**src/rtl/line_fill_writer.sv**
```systemverilog
// rtl/line_fill_writer.sv - assembles fill-bus beats into a cache line and writes it to one way
// Optional abort input is compiled in when LINE_FILL_ABORT_EN is defined.
module line_fill_writer #(
  parameter int ways      = 8,
  parameter int lineSize  = 512,
  parameter int beatWidth = 64
) (
  input  logic                                       clk,
  input  logic                                       reset,
  input  logic                                       start,
  input  logic [((ways > 1) ? $clog2(ways) : 1)-1:0] select,
  input  logic                                       beatValid,
  input  logic [beatWidth-1:0]                       beatData,
`ifdef LINE_FILL_ABORT_EN
  input  logic                                       abort,
`endif
  output logic                                       beatReady,
  output logic [ways-1:0]                            we,
  output logic [lineSize-1:0]                        lineOut,
  output logic                                       busy,
  output logic                                       done
);

  localparam int SEL_W = (ways > 1) ? $clog2(ways) : 1;
  localparam int BEATS = lineSize / beatWidth;
  localparam int CNT_W = (BEATS > 1) ? $clog2(BEATS) : 1;

  typedef enum logic [1:0] {
    IDLE  = 2'd0,
    FILL  = 2'd1,
    WRITE = 2'd2
  } state_t;

  state_t              r_state;
  state_t              w_next;
  logic [SEL_W-1:0]    r_way;
  logic [CNT_W-1:0]    r_cnt;
  logic [lineSize-1:0] r_line;
  logic                w_abort;
  logic                w_xfer;
  logic                w_last;

`ifdef LINE_FILL_ABORT_EN
  assign w_abort = abort;
`else
  assign w_abort = 1'b0;
`endif

  // A beat is consumed only in FILL, and an abort suppresses even the final beat.
  assign w_xfer  = (r_state == FILL) && beatValid && !w_abort;
  assign w_last  = (r_cnt == CNT_W'(BEATS - 1));
  assign lineOut = r_line;

  // State register.
  always_ff @(posedge clk or posedge reset) begin
    if (reset) begin
      r_state <= IDLE;
    end else begin
      r_state <= w_next;
    end
  end

  // Next-state and output decode; outputs depend on state only, so reset clears them at once.
  always_comb begin
    w_next    = r_state;
    beatReady = 1'b0;
    busy      = 1'b0;
    done      = 1'b0;
    we        = '0;
    case (r_state)
      IDLE: begin
        if (start) begin
          w_next = FILL;
        end
      end
      FILL: begin
        beatReady = 1'b1;
        busy      = 1'b1;
        if (w_abort) begin
          w_next = IDLE;
        end else if (w_xfer && w_last) begin
          w_next = WRITE;
        end
      end
      WRITE: begin
        busy   = 1'b1;
        done   = 1'b1;
        w_next = IDLE;
        // An out-of-range way matches no bit, leaving we all zero.
        for (int i = 0; i < ways; i++) begin
          we[i] = (r_way == SEL_W'(i));
        end
      end
      default: begin
        w_next = IDLE;
      end
    endcase
  end

  // Way latch, beat counter and line assembly; the line holds between fills.
  always_ff @(posedge clk or posedge reset) begin
    if (reset) begin
      r_way  <= '0;
      r_cnt  <= '0;
      r_line <= '0;
    end else begin
      if ((r_state == IDLE) && start) begin
        r_way <= select;
        r_cnt <= '0;
      end else if (w_xfer) begin
        for (int k = 0; k < BEATS; k++) begin
          if (r_cnt == CNT_W'(k)) begin
            r_line[k*beatWidth +: beatWidth] <= beatData;
          end
        end
        r_cnt <= r_cnt + 1'b1;
      end
    end
  end

endmodule
```
**config.mk**
```make
export PLATFORM = sky130hd
export DESIGN_NAME = line_fill_writer
export DESIGN_NICKNAME = d
export VERILOG_FILES = /design/src/rtl/line_fill_writer.sv
export SDC_FILE = /design/constraint.sdc
export NUM_CORES = 1
export LEC_CHECK = 0
export BUFFER_PORTS_ARGS = -buffer_cell sky130_fd_sc_hd__buf_4
export CORE_AREA = 4 4 228 230
export CTS_CLUSTER_DIAMETER = 60
export DETAILED_ROUTE_END_ITERATION = 12
export DIE_AREA = 0 0 232 234
export GPL_TIMING_DRIVEN = 0
export PLACE_DENSITY = 0.66
export SYNTH_ARGS = -nofsm -noshare
export SYNTH_HDL_FRONTEND = slang
export SYNTH_SLANG_ARGS = --single-unit
```
**constraint.sdc**
```tcl
create_clock -name clk -period 21.2 [get_ports clk]
set_clock_uncertainty 0.1 [all_clocks]
set_input_delay 5.3 -clock clk [delete_from_list [all_inputs] [get_ports clk]]
set_output_delay 5.3 -clock clk [all_outputs]
set_load 0.1 [all_outputs]
```
==> impl.org <==
** Run status
- Outcome :: finished clean

** Detailed routing
- Detailed-route vias per instance :: 4.865
- Highest signal layer in the routed design :: met4
- The detailed router finished its first iteration with a little over 500 violations.
- After detailed routing, the number of remaining DRC violations is 0.
- The pre-antenna-repair detailed-routing pass consisted of 4 iterations.
- Met1 Wirelength :: between 20,000 and 25,000 um
- In the detailed route, the total length drawn on met3 is between 4000 and 5000 um.
- Vias post-DR :: 12,295
- Final ANT Viol Nets :: 0
- After detailed routing, the met2 layer carries a little under 30,000 um of wire.
- Average routed wire per standard cell :: about 23 um
- Summed over all layers, the routed wires come to slightly below 60,000 um.

** Setup path
- Launch point of the worst reg-to-reg path :: r_state[0]
- Along the worst path, the maximum fanout reaches 4.
- Walking the worst path, the cells encountered are inv_1 > ha_1 > nand2b_1 > nor3_1 > buf_4.
- The largest single stage delay on the critical path is just under 0.4 ns.
- Stages on the worst setup path :: 5
- The worst register-to-register path has a depth of 6.
- The slowest stage of the critical path is the sky130_fd_sc_hd__dfrtp_1 cell.
- By startpoint and endpoint, the worst setup path is classified as reg2out.
- Top Family by Delay on Critical Path :: buffers and inverters
- Required time reported for the critical path endpoint :: between 15 and 20 ns
- Arrival @ worst endpoint :: around 2.1 ns
- Setup slack on the worst reg-to-reg path comes out at between 15 and 20 ns.
- Sort of element at the start of the critical path :: flip-flop
- Buffers plus inverters on the worst setup path :: 2
- STA classifies the critical path endpoint as an output port.
- The worst register-to-register path ends at lineOut[448].

** Cells and area
- For this run, the post-layout net count is 1,890.
- Highest-count cells in the layout ignoring fill and taps :: 599 x sky130_fd_sc_hd__buf_4, 520 x sky130_fd_sc_hd__dfrtp_1, 485 x sky130_fd_sc_hd__mux2_2
- The library cell used most frequently in the layout, excluding fill and tap cells, is sky130_fd_sc_hd__buf_4.
- After the flow finishes, the layout carries non-filler instances totaling between 2,000 and 3,000.
- Fraction of layout cells with a size suffix above 1 :: 0.6645
- Growth of design area from synthesis to finish :: 37.25%

** Global route
- Entering global routing, the biggest net connects roughly 120 pins.
- The first global-routing pass estimated between 80,000 and 90,000 um of wire.
- The via count of the first global-routing pass was around 13,000.
- The number of antenna violations at the first check in global routing came to 0.
- For this run the aggregate overflow at the end of global routing stands at 0.
- GRT Total Usage :: 0.2108

** Floorplanning
- I/O pin count :: approximately 600
- The die covers roughly 54,000 um^2.
- Measured along the x axis, the die boundary spans 232 um.
- Std cell rows :: roughly 80
- Initial Util :: 0.3964
- The region available for standard cell placement spans around 50,000 um^2.
- Die Y-Extent :: around 230 um

** Place
- The congestion estimate from routability-driven global placement came to slightly above 0.8.
- Buffers placed on the I/O ports in this run total 592.
- Detailed Place HPWL :: 42,730 um
- Including well taps, the total number of placed cells is 2,423.

** Synthesis
- Cell taking the most area after synthesis :: sky130_fd_sc_hd__dfrtp_1
- Area of the mapped netlist :: between 15,000 and 20,000 um^2
- Cell variety after synth :: 27
- Number of flip-flops and latches in the synthesized netlist :: between 500 and 600
- Ranked by total cell area, the synthesized netlist is headed by sky130_fd_sc_hd__dfrtp_1 66%, sky130_fd_sc_hd__mux2_2 28%, sky130_fd_sc_hd__buf_6 2.1%.
- Synth top area share :: 0.6583
- Sequential area share after synthesis :: 0.6583
- Synthesized area per cell :: around 17 um^2
- Warnings from Yosys :: 0
- The number of nets handed over by synthesis was roughly 1,200.
- Cells after synthesis :: 1,154

** Flow run
- The tool flagged a number of max-cap violations equal to 0.

** Timing
- Unrepaired setup endpoints after global routing :: no
- Setup violations remaining at the end of the flow were counted as 0.
- Final hold vios :: 0
- Final-report max-slew violation count :: 0
- Final critical-path required period :: ~7.5 ns
- For this run, the top clock speed supported by timing is approximately 0.13 GHz.
- Tightest slew margin relative to the limit :: 0.2800
- Of the available clock period, the critical path in the final layout requires 0.3530.
- At the pin with the least slew margin, the transition time is between 1 and 1.5 ns.

** Worst hold path
- Along the worst hold path, the cell count comes to 1.
- Launch instance of the worst min-delay path :: lineOut[249]
- The min-delay analysis places its worst path in the category reg2reg.
- Hold endpoint :: lineOut[249]

** Clocking
- In this run, post-CTS repair resized a total of 0 instances.
- Number of clock sinks :: 520
- TritonCTS buffer count :: 56
- Number of buffers between clock root and the deepest sink :: 3
- Clock-pin slew on the worst setup and hold paths :: 0.06 ns
- Post-CTS Hold Buffers :: 0
- CTS H-tree depth :: 2
- In this run the post-CTS setup repair buffer count came out at 0.
- TritonCTS built the clock tree.
- Buffer type at the clock tree root :: sky130_fd_sc_hd__clkbuf_16
- For the worst-skew pair, the clock arrives at the later sink with an insertion delay of between 0.5 and 0.6 ns.
## Yosys cell counts, drive strengths merged
library cell  number
nor4b              2
xnor2              1
and2               1
a311oi             1
o21a               1
nand2             19
nand2b             3
nor2b              1
clkbuf             6
nor4               2
nand4              1
dfrtp            520
nand3              1
a21oi              3
nor3               5
nor2               7
mux2             513
buf               49
inv                7
ha                10
o21ai              1
## layout make-up
type,count,area [um^2]
Antenna cell,1,2.502
Inverter,7,33.78
Clock buffer,88,1754
Multi-Input combinational cell,572,6212
Clock inverter,15,188.9
Buffer,55,516.7
Tap cell,672,840.8
Sequential cell,520,13010
Fill cell,4203,22730
Timing Repair Buffer,597,4569
## registers in the layout, summed over array words and instances (netlist names)
signal   count
lineOut    512
r_cnt        3
r_state      2
r_way        3
## metrics by stage
stage,utilization,hold slack (ns),setup TNS [ns],setup slack (ns),instance area (um^2)
global route,0.5441,0.4057,0,13.56,27130
global placement,0.5024,0.3705,-1987.73,-3.893,25050
detailed placement,0.5051,0.3760,0,13.42,25190
finish,0.5441,0.3851,0,13.72,27130
floorplan,-,0.3593,0,1.273,19770
CTS,0.5441,0.3896,0,13.67,27130
## worst max path at each step
stage / start / to / slack, ns
after floorplan: reset / lineOut[0] / 1.27
after global placement: reset / lineOut[300] / -3.89
after detailed placement: start / lineOut[448] / 13.42
after CTS: r_state[0] / we[3] / 13.67
after global routing: r_state[0] / we[0] / 13.56
final: r_state[0] / we[0] / 13.72
## logic make-up (layout without fill, tap and decap cells)
| family | Yosys count | count (layout) | share of synthesized area |
|---|---|---|---|
| DFF | 520 | 520 | 0.6583 |
| and+or+nand+nor | 42 | 42 | 0.01342 |
| xor gates and xnor gates | 1 | 1 | 0.0004431 |
| adders and majority gates | 10 | 10 | 0.006330 |
| AOI/OAI and AO/OA | 6 | 6 | 0.001835 |
| muxes | 513 | 513 | 0.2922 |
| other | 0 | 1 | 0 |
| buffers and inverters | 62 | 762 | 0.02747 |
## per-layer routing
metal,GRT usage,vias to the layer above
met5,0,-
met4,0.07528,0
met3,0.06305,105
met2,0.3537,368
met1,0.2611,6428
li1,-,5394
Power is not shown: default switching activity piles up to over one toggle a cycle in this logic, so the estimate is an artifact.
